### config.mk
export PLATFORM = sky130hd
export DESIGN_NAME = dpi_result_sink
export DESIGN_NICKNAME = d
export VERILOG_FILES = /design/src/rtl/dpi_sink_pkg.sv /design/src/rtl/dpi_sink_fifo.sv /design/src/rtl/dpi_result_sink.sv
export SDC_FILE = /design/constraint.sdc
export NUM_CORES = 1
export LEC_CHECK = 0
export BUFFER_PORTS_ARGS = -buffer_cell sky130_fd_sc_hd__buf_4
export CAP_MARGIN = 40
export CORE_ASPECT_RATIO = 0.75
export CORE_UTILIZATION = 52
export DETAILED_ROUTE_END_ITERATION = 8
export HOLD_SLACK_MARGIN = 0.03
export PLACE_DENSITY = 0.72
export SLEW_MARGIN = 5
export SYNTH_ARGS = -nofsm -noshare
export SYNTH_HDL_FRONTEND = slang
export SYNTH_SLANG_ARGS = --single-unit
### constraint.sdc
create_clock -name clk -period 5.3 [get_ports clk]
set_input_delay 0.53 -clock clk [delete_from_list [all_inputs] [get_ports clk]]
set_output_delay 0.53 -clock clk [all_outputs]
set_load 0.02 [all_outputs]
### src/rtl/dpi_sink_pkg.sv
// dpi_sink_pkg: shared types and helpers for the DPI result sink
package dpi_sink_pkg;

    localparam int DATA_W_DEF = 32;

    typedef struct packed {
        logic                  flag;
        logic [DATA_W_DEF-1:0] data;
    } dpi_result_t;

    function automatic int clog2_ptr(input int depth);
        return $clog2(depth) + 1;
    endfunction

endpackage

### src/rtl/dpi_sink_fifo.sv
// dpi_sink_fifo: small pointer-based FIFO with soft clear, full/empty and level
module dpi_sink_fifo
    import dpi_sink_pkg::*;
#(
    parameter int DEPTH = 4,
    parameter int W     = 33
) (
    input  logic                          clk,
    input  logic                          rst_n,
    input  logic                          clear,
    input  logic                          push,
    input  logic                          pop,
    input  logic [W-1:0]                  wdata,
    output logic [W-1:0]                  rdata,
    output logic                          full,
    output logic                          empty,
    output logic [clog2_ptr(DEPTH)-1:0]   level
);

    localparam int PW = clog2_ptr(DEPTH);
    localparam int AW = PW - 1;

    logic [PW-1:0] wr_ptr;
    logic [PW-1:0] rd_ptr;
    logic [W-1:0]  mem [DEPTH];
    logic          push_ok;
    logic          pop_ok;

    // Pointers carry one extra wrap bit: equal means empty, MSB-only difference means full
    assign empty   = wr_ptr == rd_ptr;
    assign full    = (wr_ptr ^ rd_ptr) == {1'b1, {AW{1'b0}}};
    assign level   = wr_ptr - rd_ptr;
    assign push_ok = push && !full;
    assign pop_ok  = pop && !empty;
    assign rdata   = empty ? '0 : mem[rd_ptr[AW-1:0]];

    always_ff @(posedge clk or negedge rst_n) begin
        if (!rst_n) begin
            wr_ptr <= '0;
            rd_ptr <= '0;
        end else if (clear) begin
            wr_ptr <= '0;
            rd_ptr <= '0;
        end else begin
            wr_ptr <= wr_ptr + PW'(push_ok);
            rd_ptr <= rd_ptr + PW'(pop_ok);
        end
    end

    always_ff @(posedge clk) begin
        if (push_ok && !clear)
            mem[wr_ptr[AW-1:0]] <= wdata;
    end

endmodule

### src/rtl/dpi_result_sink.sv
// dpi_result_sink: buffers DPI integer/boolean results and keeps running statistics
module dpi_result_sink
    import dpi_sink_pkg::*;
#(
    parameter int DATA_W = DATA_W_DEF,
    parameter int DEPTH  = 4,
    parameter int SUM_W  = 40
) (
    input  logic                     clk,
    input  logic                     rst_n,
    input  logic                     clear,
    input  logic [DATA_W-1:0]        in_data,
    input  logic                     in_flag,
    input  logic                     in_valid,
    output logic                     in_ready,
    output logic [DATA_W-1:0]        out_data,
    output logic                     out_flag,
    output logic                     out_valid,
    input  logic                     out_ready,
    output logic [$clog2(DEPTH):0]   level,
    output logic [15:0]              count,
    output logic [SUM_W-1:0]         sum,
    output logic                     drop_err
);

    logic [DATA_W:0] head;
    logic            full;
    logic            empty;
    logic            push;

    dpi_sink_fifo #(.DEPTH(DEPTH), .W(DATA_W + 1)) u_fifo (
        .clk   (clk),
        .rst_n (rst_n),
        .clear (clear),
        .push  (in_valid),
        .pop   (out_ready),
        .wdata ({in_flag, in_data}),
        .rdata (head),
        .full  (full),
        .empty (empty),
        .level (level)
    );

    assign in_ready  = !full;
    assign out_valid = !empty;
    assign out_flag  = head[DATA_W];
    assign out_data  = head[DATA_W-1:0];
    assign push      = in_valid && in_ready;

    always_ff @(posedge clk or negedge rst_n) begin
        if (!rst_n) begin
            count    <= '0;
            sum      <= '0;
            drop_err <= 1'b0;
        end else if (clear) begin
            count    <= '0;
            sum      <= '0;
            drop_err <= 1'b0;
        end else begin
            if (push && count != 16'hFFFF)
                count <= count + 16'd1;
            if (push && in_flag)
                sum <= sum + SUM_W'(in_data);
            if (in_valid && !in_ready)
                drop_err <= 1'b1;
        end
    end

endmodule

==> reports/summary.md, run 1 <==
The flow ran to the end, and the final reports show no timing, DRC or antenna violations. Total count of max-transition violations in the final report: 0. By area the synthesized netlist is led by edfxtp_1, dfrtp_1, mux4_2. The initial antenna violation count was 0; the number of iterations in the first detailed-routing pass was 5. Worst hold slack after final layout: 0.210 ns. The critical path's most frequent cell was buf_4.

The cell sitting at the root of the clock tree is a clkbuf_16. In the final timing run, aggregate negative setup slack is 0 ns. The boundary pin count is 133, and the post-layout utilization of the core is 64.7%. Number of buffers inserted to repair setup after CTS: 0.

The sink count of the clock tree is 195. The data arrival time at the worst-slack endpoint is 2.62 ns. Clock-pin slew was measured on the worst setup and hold paths at 0.07 ns. Compared with the post-synthesis result, the final layout area differs by 19.6%. Averaged over all synthesized cells, the footprint is 12.4 um^2. In this run, synthesis inferred 132 flip-flops with an integrated enable. After legalization and detailed placement, the total HPWL measured 15800 um. The overall routed net length was 23600 um. Walking the worst path, the cells encountered are inv_1 -> ha_1 -> nand2_1 -> nor2_2 -> buf_6 -> buf_4 -> nor2b_1 -> buf_4.

The startpoint kind of the worst setup timing path is a register. The largest fanout on the critical path works out to 20. The slew of the pin with the lowest slew margin is 0.853 ns, and the largest stage delay on the critical path is 0.42 ns. Dividing total power by cell area gives a power density of 356 nW/um^2. Sum of overflow across all layers after global routing: 0. The type of element capturing the critical path was an output pin. The fraction of layout instances using a drive strength above 1 is 25.0%.

The number of global-route vias before repair is 6723. Number of violations reported at the end of detailed-routing iteration 0: 607. The synthesized design devotes to its leading area cell type 40.7% of total area. During synthesis, Yosys emitted a total of 0 warnings. The H-tree generated during clock tree synthesis spans 4 levels.

In the routed design, unresolved DRC markers number 0. After detailed routing, the average wire length per cell comes to 20.3 um. By instance count, the leading cell after synthesis is edfxtp_1.

The clock period minus final worst setup slack is 3.15 ns. Setup repair after global routing left no endpoint under its margin. The core region is 18000 um^2. IR analysis of the VDD net gives a maximum drop of 0.000258 V. After routing the design area is 11600 um^2. Based on the critical path, the design can be clocked at up to 317 MHz.

The floorplan step set the die height to 120 um. The commonest cells after synthesis are edfxtp_1, nand2_1, dfrtp_1, nor2_1, a21oi_1. The largest net degree at the start of global routing was 73; the post-synthesis async set-or-reset flop share was 32.3%. The final layout contains 987 nets. The congestion estimate from routability-driven global placement came to 0.981.

The type of the worst min-delay path was in2async. For this run, the total global-route usage over all layers was measured as 25.4%. The count of cells resized by post-cts repair is 0, and the share of the clock period used by the worst path after layout is 59.5%.

The longest clock path from root to sink contains 2 buffers. In this run the remaining antenna-violating nets after routing total 0. The tools report the final worst slack as 2.15 ns. Counting every net in the synthesized netlist gives 861. The main flop type after synthesis is edfxtp_1. The worst relative slew slack was 43.1%; the initial core utilization was 54.1%. TritonCTS built the clock tree. Across the routed clock network, the largest skew measured is 0.0117 ns.

The family with the most delay on the worst path was buffers and inverters. The die area is 19300 um^2, and the reported max-cap violation count is 0. The worst setup path is of the reg2out kind.

The cell at the slowest stage of the critical path is dfrtp_1. Setup violations remaining at the end of the flow were counted as 0. TritonCTS created 17 clock buffers. The number of unique standard cell types used by synthesis came out at 61.

Of the synthesized area, sequential elements account for 57.0%. The logs give 0.43 ns for the latest clock arrival within the worst-skew pair and 0 for the count of endpoints failing hold in the final timing report. 0 antenna diodes ended up in the layout. Before CTS, the worst setup slack after placement is 1.90 ns.

For the worst setup path, the data required time is 4.77 ns. Counting flops and latches in the post-synthesis netlist gives 195. The total number of vias was 6911. Counting every instance in the synthesized netlist gives 782. The synthesized netlist occupies a cell area of 9730 um^2. Measured along the x axis, the die boundary spans 160 um. Summing all placed instances gives a cell area of 11000 um^2. The static power due to leakage came out at 4.75 nW. The initialized floorplan defines 42 standard-cell rows. The critical path contains buffers and inverters numbering 4 combined.

The cell type with the largest total area after synthesis is edfxtp_1. The quantity of I/O buffers inserted on ports was 132; the post-detailed-route via-to-cell ratio was 5.94. The number of hold buffers added after CTS was 0.

Global-route wire length before repair: 37200 um.
==> placed cells by master, fill, tap and decap left out, types with 18 or more instances in the layout <==
cell type | synthesis | layout
nor2b_1 | 45 | 45
ha_1 | 39 | 39
nor2_1 | 61 | 60
xor2_1 | 23 | 23
nand2_1 | 75 | 75
a21oi_1 | 51 | 51
o21ai_0 | 18 | 18
buf_4 | 0 | 143
dfrtp_1 | 63 | 62
mux4_2 | 33 | 33
edfxtp_1 | 132 | 132
nand3_1 | 28 | 28
==> kinds of logic after synthesis <==
| family | count (synthesis) | synth area share (%) |
|---|---|---|
| AOI/OAI and AO/OA | 141 | 9.78 |
| adders and majority gates | 41 | 5.43 |
| DFF | 195 | 57.0 |
| and+or+nand+nor | 269 | 13.6 |
| xor gates and xnor gates | 40 | 3.60 |
| muxes | 39 | 8.32 |
| buffers and inverters | 57 | 2.30 |
==> flip-flops by register name, indices dropped and copies added (netlist names) <==
register	flops
count	16
u_fifo.rd_ptr	3
u_fifo.wr_ptr	3
u_fifo.mem	132
drop_err	1
sum	40
==> metrics by stage <==
stage | total power, mW | cells
6_report | 4.14 | 1163
5_1_grt | 4.30 | 1163
4_1_cts | 4.17 | 1163
3_5_place_dp | 2.83 | 1131
3_3_place_gp | 2.80 | 1127
2_1_floorplan | 2.43 | 782
==> final timing paths <==
path,end,cells after the start,startpoint,slack [ns]
min in group clk,u_fifo.mem[2][31],1,in_data[31],0.31
worst min-delay path,count[10],1,rst_n,0.21
max in group asynchronous,u_fifo.rd_ptr[0],1,rst_n,4.50
worst max-delay path,out_data[1],8,u_fifo.wr_ptr[0],2.15
worst min register to register,drop_err,2,drop_err,0.50
worst max register to register,sum[38],10,sum[0],2.16
==> per-layer routing <==
metal | up-vias | part of all wire [%] | GRT usage [%]
met5 | - | 0 | 0
met1 | 3408 | 46 | 36.3
met3 | 25 | 6.8 | 5.56
met4 | 0 | 1.1 | 6.43
met2 | 296 | 46 | 39.7
li1 | 3182 | - | -
==> layout make-up <==
type | count | area (um^2)
clock inverter | 11 | 149
multi-input combinational | 530 | 3990
timing repair buffer | 146 | 1120
fill | 1341 | 6340
clock buffer | 21 | 460
sequential | 195 | 5540
tap | 242 | 303
inverter | 18 | 67.6
==> report_power, final <==
part | switching [mW] | internal [mW] | total [mW]
registers | 0.0401 | 1.69 | 1.73
logic | 0.616 | 0.452 | 1.07
clock network | 0.569 | 0.772 | 1.34
total | 1.23 | 2.91 | 4.14
==> worst reg2reg max path, stage by stage, from the launching register on <==
cell and delay (ns):
dfrtp_1 0.40, ha_1 0.24, fa_1 0.46, a211oi_2 0.25, o21ai_1 0.17, nand4_1 0.18, nand3_2 0.13, a311oi_4 0.40
o221ai_2 0.23, or4b_1 0.54, nand3_1 0.10
Note: power is estimated with default switching activity, not from simulation.
==> run 2: changes to the inputs <==
ABC_AREA = 1   (was not set)
CORE_UTILIZATION = 59   (was 52)
PLACE_DENSITY = 0.77   (was 0.72)
clock period = 3.2 ns   (was 5.3 ns; I/O delays follow)
==> run 2 against run 1 <==
Effect of this change:
- count of clock-buffer cells in the layout down 4
- sequential cell count unchanged
- worst setup slack worse by 1.7 ns
- first-iteration DRC count up 55%
- combinational power up 80%
- largest cell class unchanged
- global-route usage up 5.9 points
- clock power up 69%
==> reports/summary.md, run 2 <==
The run finished with clean final reports. The cell depth of the worst flop-to-flop path is 10, and the number of buffers inserted to repair setup after CTS is 0. In this design, the stage delay of the slowest critical-path cell is 0.49 ns.

The die is 156 um wide. Setup slack on the worst reg-to-reg path comes out at 0.51 ns. The count of endpoints failing hold in the final timing report is 0. The cell that appears most often on the critical path is buf_4. Before CTS, the worst setup slack after placement is 0.515 ns. Row generation in the floorplan step produced 41 rows. For this run, design rule violations remaining after detail routing come to 0.

The synthesized design spends more area on one cell type than any other, namely edfxtp_1. The main flop type after synthesis was edfxtp_1. The root buffer selected by CTS is clkbuf_16. Cell at the slowest stage of the critical path: dfrtp_1. The commonest cells after synthesis are nand2_1, nor2_1, inv_1, edfxtp_1, o21ai_0. The number of buffers and inverters on the critical path is 4.

The die is 118 um tall. Leaving out fill and tap cells, the most frequent cells in the layout are nand2_1, nor2_1, buf_4. After synthesis, the cell types taking the most area are edfxtp_1, dfrtp_1, nand2_1. The worst path meets setup with 0.429 ns of slack. The tools report the total CTS buffers as 17.

TritonCTS built the clock tree. The flip-flop count of the largest register after layout is 132, and the global-route wire length before repair is 44000 um. Walking the worst path, the cells encountered are inv_1 -> ha_1 -> nand2_1 -> nor2_2 -> buf_4 -> buf_4 -> a21oi_1 -> buf_4. Type of element capturing the critical path: an output pin. The startpoint kind of the worst setup timing path is a register. The tools report the final-stage net count as 1472. The first detailed-routing pass ran for 5 iterations.

The library cell used most frequently in the layout, excluding fill and tap cells, is nand2_1. After detailed routing, the number of vias per cell comes to 5.48. The worst hold path terminates at u_fifo.mem[3][27]. Synthesis inferred 195 register bits.

The area growth from synthesis to layout is 18.4%. 133 I/O pins were placed. The tools report the level count of the clock H-tree as 4. The number of global-route vias before repair is 8223. The cell count of the worst hold path is 1. The run gives 0 as the total count of max-transition violations in the final report. The family with the most delay on the worst path was buffers and inverters. Counting flops with a built-in enable in the synthesized netlist gives 132. The post-synthesis async set-or-reset flop share was 32.3%. The initial antenna violation count is 0, and the number of violations reported at the end of detailed-routing iteration 0 is 943. The worst-case vdd ir drop came out at 0.000473 V. In this run the critical register-to-register path is captured at u_fifo.mem[1][1]. The number of antenna repair diodes is 0. Global routing used 31.3% of the available tracks.

In this run the remaining antenna-violating nets after routing total 0. The clock arrives with 0.0127 ns of skew. After synthesis, the mean cell area works out to 8.36 um^2. The cell count after synthesis came out at 1262. The latest clock arrival within the worst-skew pair was 0.44 ns; the die area was 18400 um^2. During synthesis, Yosys emitted a total of 0 warnings.

The standard cell area after detailed placement was 11800 um^2. The count of buffers added on input and output ports is 132. For this design the ratio of total power to cell area is 565 nW/um^2. The buffer depth of the longest clock path came out at 2. Among all cell types in the netlist, the one instantiated most often is nand2_1.

Setup violations remaining at the end of the flow were counted as 0. Average wire length per cell after detail routing: 16.7 um. The count of cells resized by post-cts repair was 0. Critical setup path kind: reg2out. The clock period minus final worst setup slack was 2.77 ns; the synthesized cell area was 10500 um^2.

The startpoint identified for the worst hold timing path is in_data[27]. The number of nets in the synthesized netlist is 1341. After clock tree synthesis, the clock-pin slew on the worst setup and hold paths is 0.08 ns.

Data on the critical path arrives at its endpoint at 2.45 ns. The tools report the total number of vias as 9004. For the top achievable clock speed, the log shows 361 MHz.

For the pin with the worst max-slew slack, the measured transition is 0.732 ns. The sum of overflow across all layers after global routing is 0, and the area of all placed cells without fillers is 12500 um^2. The initial core utilization is 61.6%, and the share of the clock period used by the worst path after layout is 86.6%. After floorplanning, the core was sized to cover 17100 um^2. The synthesized netlist contains 42 unique library cells. Entering global routing, the biggest net connects 68 pins.

The run gives 195 as the sink count of the clock tree. The overall routed net length is 27500 um. The worst flop-to-flop path startpoint is u_fifo.wr_ptr[0]. Detailed-placement wirelength estimate: 19300 um.

Setup repair after global routing left no endpoint under its margin. The top cell type's share of synthesized area works out to 37.6%. The type of the worst min-delay path is in2reg.

Required time of the critical path: 2.88 ns. Of the cells placed in the final design, the portion with a size suffix greater than 1 is 14.3%. The congestion estimate from routability-driven global placement came to 0.920. Sequential cells were found to cover 52.5% of the synthesized design area. In this run the tightest slew margin relative to its limit is 51.2%. Max-cap violations in this run came to 0. In this run the static leakage power is 5.78 nW. In this run the worst path has a maximum fanout of 24.
run 2: cell types whose count changed in the layout (fill, tap and decap cells not counted), moves of 34 or more:
cell / delta
nand2_1: +243
nor2_1: +159
inv_1: +121
o21ai_0: +71
nor2b_1: -45
a21oi_1: +34
run 2: metal layers:
metal  wire, um  vias up  GRT usage (%)
met1      12400     4201           47.0
li1           -     4393              -
met4        273        0           6.43
met5          0        -              0
met2      12200      390           47.1
met3       2540       20           6.22
run 2: cell type report:
type / count / area (um^2)
Multi-Input combinational cell: 889 / 4340
Fill cell: 1305 / 4650
Sequential cell: 195 / 5540
Clock buffer: 17 / 425
Timing Repair Buffer: 146 / 1120
Clock inverter: 15 / 216
Tap cell: 236 / 295
Inverter: 144 / 548
run 2: worst register-to-register path, cell delays in order, from the launching register on:
cell and delay, ns:
dfrtp_1 0.49, inv_1 0.19, ha_1 0.34, nand2_1 0.10, inv_1 0.07, nand2_2 0.09
nand2_4 0.07, inv_4 0.09, nand2_1 0.23, nor3_4 0.20, buf_4 0.45
run 2: worst max path at each step:
stage / end / slack, ns / start / depth (start not counted)
after floorplan: u_fifo.mem[0][0] / -0.44 / u_fifo.rd_ptr[1] / 11
after global placement: u_fifo.mem[0][5] / 0.65 / u_fifo.wr_ptr[0] / 10
after detailed placement: u_fifo.mem[1][5] / 0.52 / u_fifo.wr_ptr[0] / 10
after CTS: out_data[15] / 0.42 / u_fifo.wr_ptr[0] / 8
after global routing: out_data[23] / 0.31 / u_fifo.wr_ptr[0] / 8
final: out_data[15] / 0.43 / u_fifo.wr_ptr[0] / 8
run 2: power by group:
group / switching (mW) / internal, mW / leakage (nW)
Sequential: 0.0668 / 2.80 / 2.06
Clock: 1.15 / 1.11 / 0.310
Combinational: 1.27 / 0.660 / 3.41
run 2: stage by stage:
| step | power, mW | instances | setup TNS, ns | utilization (%) | hold WS [ns] |
|---|---|---|---|---|---|
| finish | 7.05 | 1642 | 0 | 72.9 | 0.106 |
| global route | 7.38 | 1642 | 0 | 72.9 | 0.0863 |
| CTS | 7.08 | 1642 | 0 | 72.9 | 0.0880 |
| detailed placement | 4.82 | 1609 | 0 | 69.1 | 0.130 |
| global placement | 4.79 | 1608 | 0 | 68.9 | 0.482 |
| floorplan | 4.07 | 1262 | -57.88 | - | 0.0244 |
run 2: repair_timing:
action                     4_1_cts  5_1_grt
setup endpoints to repair        0        0
hold buffers                     1        0
hold endpoints to repair        63        0
run 2: cells by family after synthesis:
logic type / after synthesis / share of synthesized area, %
buffers and inverters: 178 / 6.75
adders and majority gates: 41 / 5.01
xor gates and xnor gates: 15 / 1.32
AOI/OAI and AO/OA: 201 / 9.91
DFF: 195 / 52.5
and+or+nand+nor: 632 / 24.5
==> run 3: changes to the inputs <==
==> constraint.sdc (replaced) <==
create_clock -name clk -period 3.2 [get_ports clk]
set_input_delay 0.16 -clock clk [delete_from_list [all_inputs] [get_ports clk]]
set_output_delay 0.16 -clock clk [all_outputs]
set_load 0.02 [all_outputs]
==> run 3 against run 2 <==
Effect of this change:
- fmax up 3.4%
- via count increased by 1.7%
- die area stayed put
- clock skew is 0.00058 ns lower
- total power is 2.5% lower
- sequential power is essentially flat
- count of clock-buffer cells in the layout stayed put
- first-iteration DRC count increased by 0.11%
- worst setup slack improved by 0.091 ns
- wire length shrank 0.61%
- critical endpoint is now u_fifo.mem[3][3]
- largest power group unchanged
==> reports/summary.md, run 3 (same netlist as run 2, synthesis figures left out) <==
The run finished with clean final reports. The static power due to leakage came out at 5.87 nW. The buffer depth of the longest clock path is 2, and the number of design rule violations left after detail routing is 0. In this run, post-CTS hold repair placed 35 buffers.

Die extent in y: 118 um. The run gives 0.0122 ns as the clock tree skew after final layout. In the layout the commonest cells are nand2_1, nor2_1, buf_4. The placeable core region was 17100 um^2; the clock transition at the registers of the reported paths was 0.08 ns. The logs give 74.3% for the post-layout utilization of the core and 0.000359 V for the worst-case vdd ir drop. The family with the most delay on the worst path was buffers and inverters.

The endpoint of the worst register-to-register path was u_fifo.mem[3][3]. The clock net in this run drives a total of 195 sinks. The final-stage net count is 1504. The latest clock arrival within the worst-skew pair was 0.43 ns. At the pin with the least slew margin, the transition time is 0.832 ns.

In this run the post-CTS setup repair buffer count came out at 0. Hold is met by 0.0667 ns. In this run the worst path has a maximum fanout of 33. The critical path goes through inv_1 -> ha_1 -> nand2_1 -> inv_1 -> nand2_2 -> nand2_4 -> inv_4 -> nand2_1 -> nor3_4 -> buf_4. CTS placed an instance of clkbuf_16 at the clock tree root.

Data on the critical path arrives at its endpoint at 2.75 ns. In this run the number of cells on the critical path is 10. Pin placement for this block handled 133 I/O pins.

The horizontal die dimension came out at 156 um. The number of violations reported at the end of detailed-routing iteration 0 came out at 944. The total negative setup slack came out at 0 ns. Global routing used 30.9% of the available tracks.

The critical path buffer and inverter count is 4, and the share of the clock period used by the worst path after layout is 83.7%. The number of antenna repair diodes is 0, and the sum of overflow across all layers after global routing is 0. The path class of the tightest hold or removal check is in2reg.

Clock tree synthesis inserted a total of 17 buffers. Count of endpoints failing hold in the final timing report: 0. In the final layout, the share of cells above drive strength 1 is 13.7%. For flop-to-flop paths, the worst setup slack is 0.52 ns. In this run the most critical hold path is launched from clear. The worst setup path is launched from a register. The number of global-route vias before repair was 8273.

The tools report the standard cell area after detailed placement as 11800 um^2. Cell at the slowest stage of the critical path: dfrtp_1. The quantity of I/O buffers inserted on ports was 132. The tools report the area of all placed cells without fillers as 12700 um^2. The library cell used most frequently in the layout, excluding fill and tap cells, is nand2_1. The first detailed-routing pass took 5 iterations.

From synthesis to final layout, the design area changed by 20.7%. The worst setup path is of the reg2reg kind. The tools report the initial antenna violation count as 0. TritonCTS built the clock tree. The top achievable clock speed came out at 373 MHz. STA puts the critical path data required time at 3.27 ns.

Measured against its own limit, the worst slew margin works out to 44.5%. Detailed placement finished with a half-perimeter wire length of 18900 um. In this run the remaining antenna-violating nets after routing total 0.

The initialized floorplan defines 41 standard-cell rows. The type of element capturing the critical path is a register. The first global-routing pass estimated 43500 um of wire. In this design, the stage delay of the slowest critical-path cell is 0.47 ns.

The cell count of the worst hold path is 2, and the die area is 18400 um^2. Setup repair after global routing left no endpoint under its margin. Dividing the detail-routed via count by the number of cells gives 5.47. Setup violations remaining at the end of the flow were counted as 0. The power density relative to cell area was 540 nW/um^2. In this run the critical register-to-register path is launched from u_fifo.wr_ptr[0]. Post-CTS repair changed the size of 0 cells.

Dividing the detail-routed wire length by the instance count gives 16.3 um. Entering global routing, the biggest net connects 68 pins. The detailed router placed 9155 vias in this run. Wires add up to 27300 um. The cell depth of the worst flop-to-flop path came out at 10. The design draws 6.88 mW. The register with the most flip-flops in the layout has 132 of them. The total count of max-transition violations in the final report came out at 0.

The reported max-cap violation count was 0; the clock period minus final worst setup slack was 2.68 ns. The initial core utilization is 61.6%, and the level count of the clock H-tree is 4. At the end of routability-driven placement, the weighted congestion stood at 0.951. The path with the worst hold slack has its endpoint at drop_err.

The layout has 1268 filler cells.
[run 3: layout make-up]
cell class / count / area, um^2 / area share (%)
clock buffer: 17 / 425 / 3.34
clock inverter: 14 / 140 / 1.10
inverter: 144 / 548 / 4.31
multi-input combinational: 889 / 4340 / 34.1
sequential: 195 / 5540 / 43.5
tap: 236 / 295 / 2.32
timing repair buffer: 178 / 1440 / 11.3
[run 3: worst register-to-register path, cell delays in order, from the launching register on]
cell,delay (ns)
dfrtp_1,0.47
inv_1,0.17
ha_1,0.32
nand2_1,0.09
inv_1,0.07
nand2_2,0.10
nand2_4,0.07
inv_4,0.09
nand2_1,0.26
nor3_4,0.20
buf_4,0.46
[run 3: per-stage QoR]
step | instances | setup WS [ns]
after floorplan | 1262 | -0.439
after global placement | 1606 | 0.633
after detailed placement | 1607 | 0.545
after CTS | 1673 | 0.521
after global routing | 1673 | 0.386
final | 1673 | 0.520
[run 3: worst max-delay path by stage]
stage / endpoint / slack [ns] / start
after floorplan: u_fifo.mem[0][0] / -0.44 / u_fifo.rd_ptr[1]
after global placement: u_fifo.mem[3][11] / 0.63 / u_fifo.wr_ptr[0]
after detailed placement: u_fifo.mem[3][4] / 0.55 / u_fifo.wr_ptr[0]
after CTS: u_fifo.mem[3][32] / 0.52 / u_fifo.wr_ptr[0]
after global routing: u_fifo.mem[3][32] / 0.39 / u_fifo.wr_ptr[0]
final: u_fifo.mem[3][3] / 0.52 / u_fifo.wr_ptr[0]
[run 3: routing by layer]
layer	part of all wire, %	GRT usage [%]	up-vias
met4	1.6	7.29	0
met5	0	0	-
met3	8.9	5.74	40
li1	-	-	4452
met1	45	45.6	4270
met2	45	47.1	393
[run 3: report_power, final]
group / total, mW / internal, mW / switching [mW]
sequential: 2.86 / 2.80 / 0.0655
combinational: 1.96 / 0.688 / 1.27
clock: 2.05 / 1.03 / 1.02
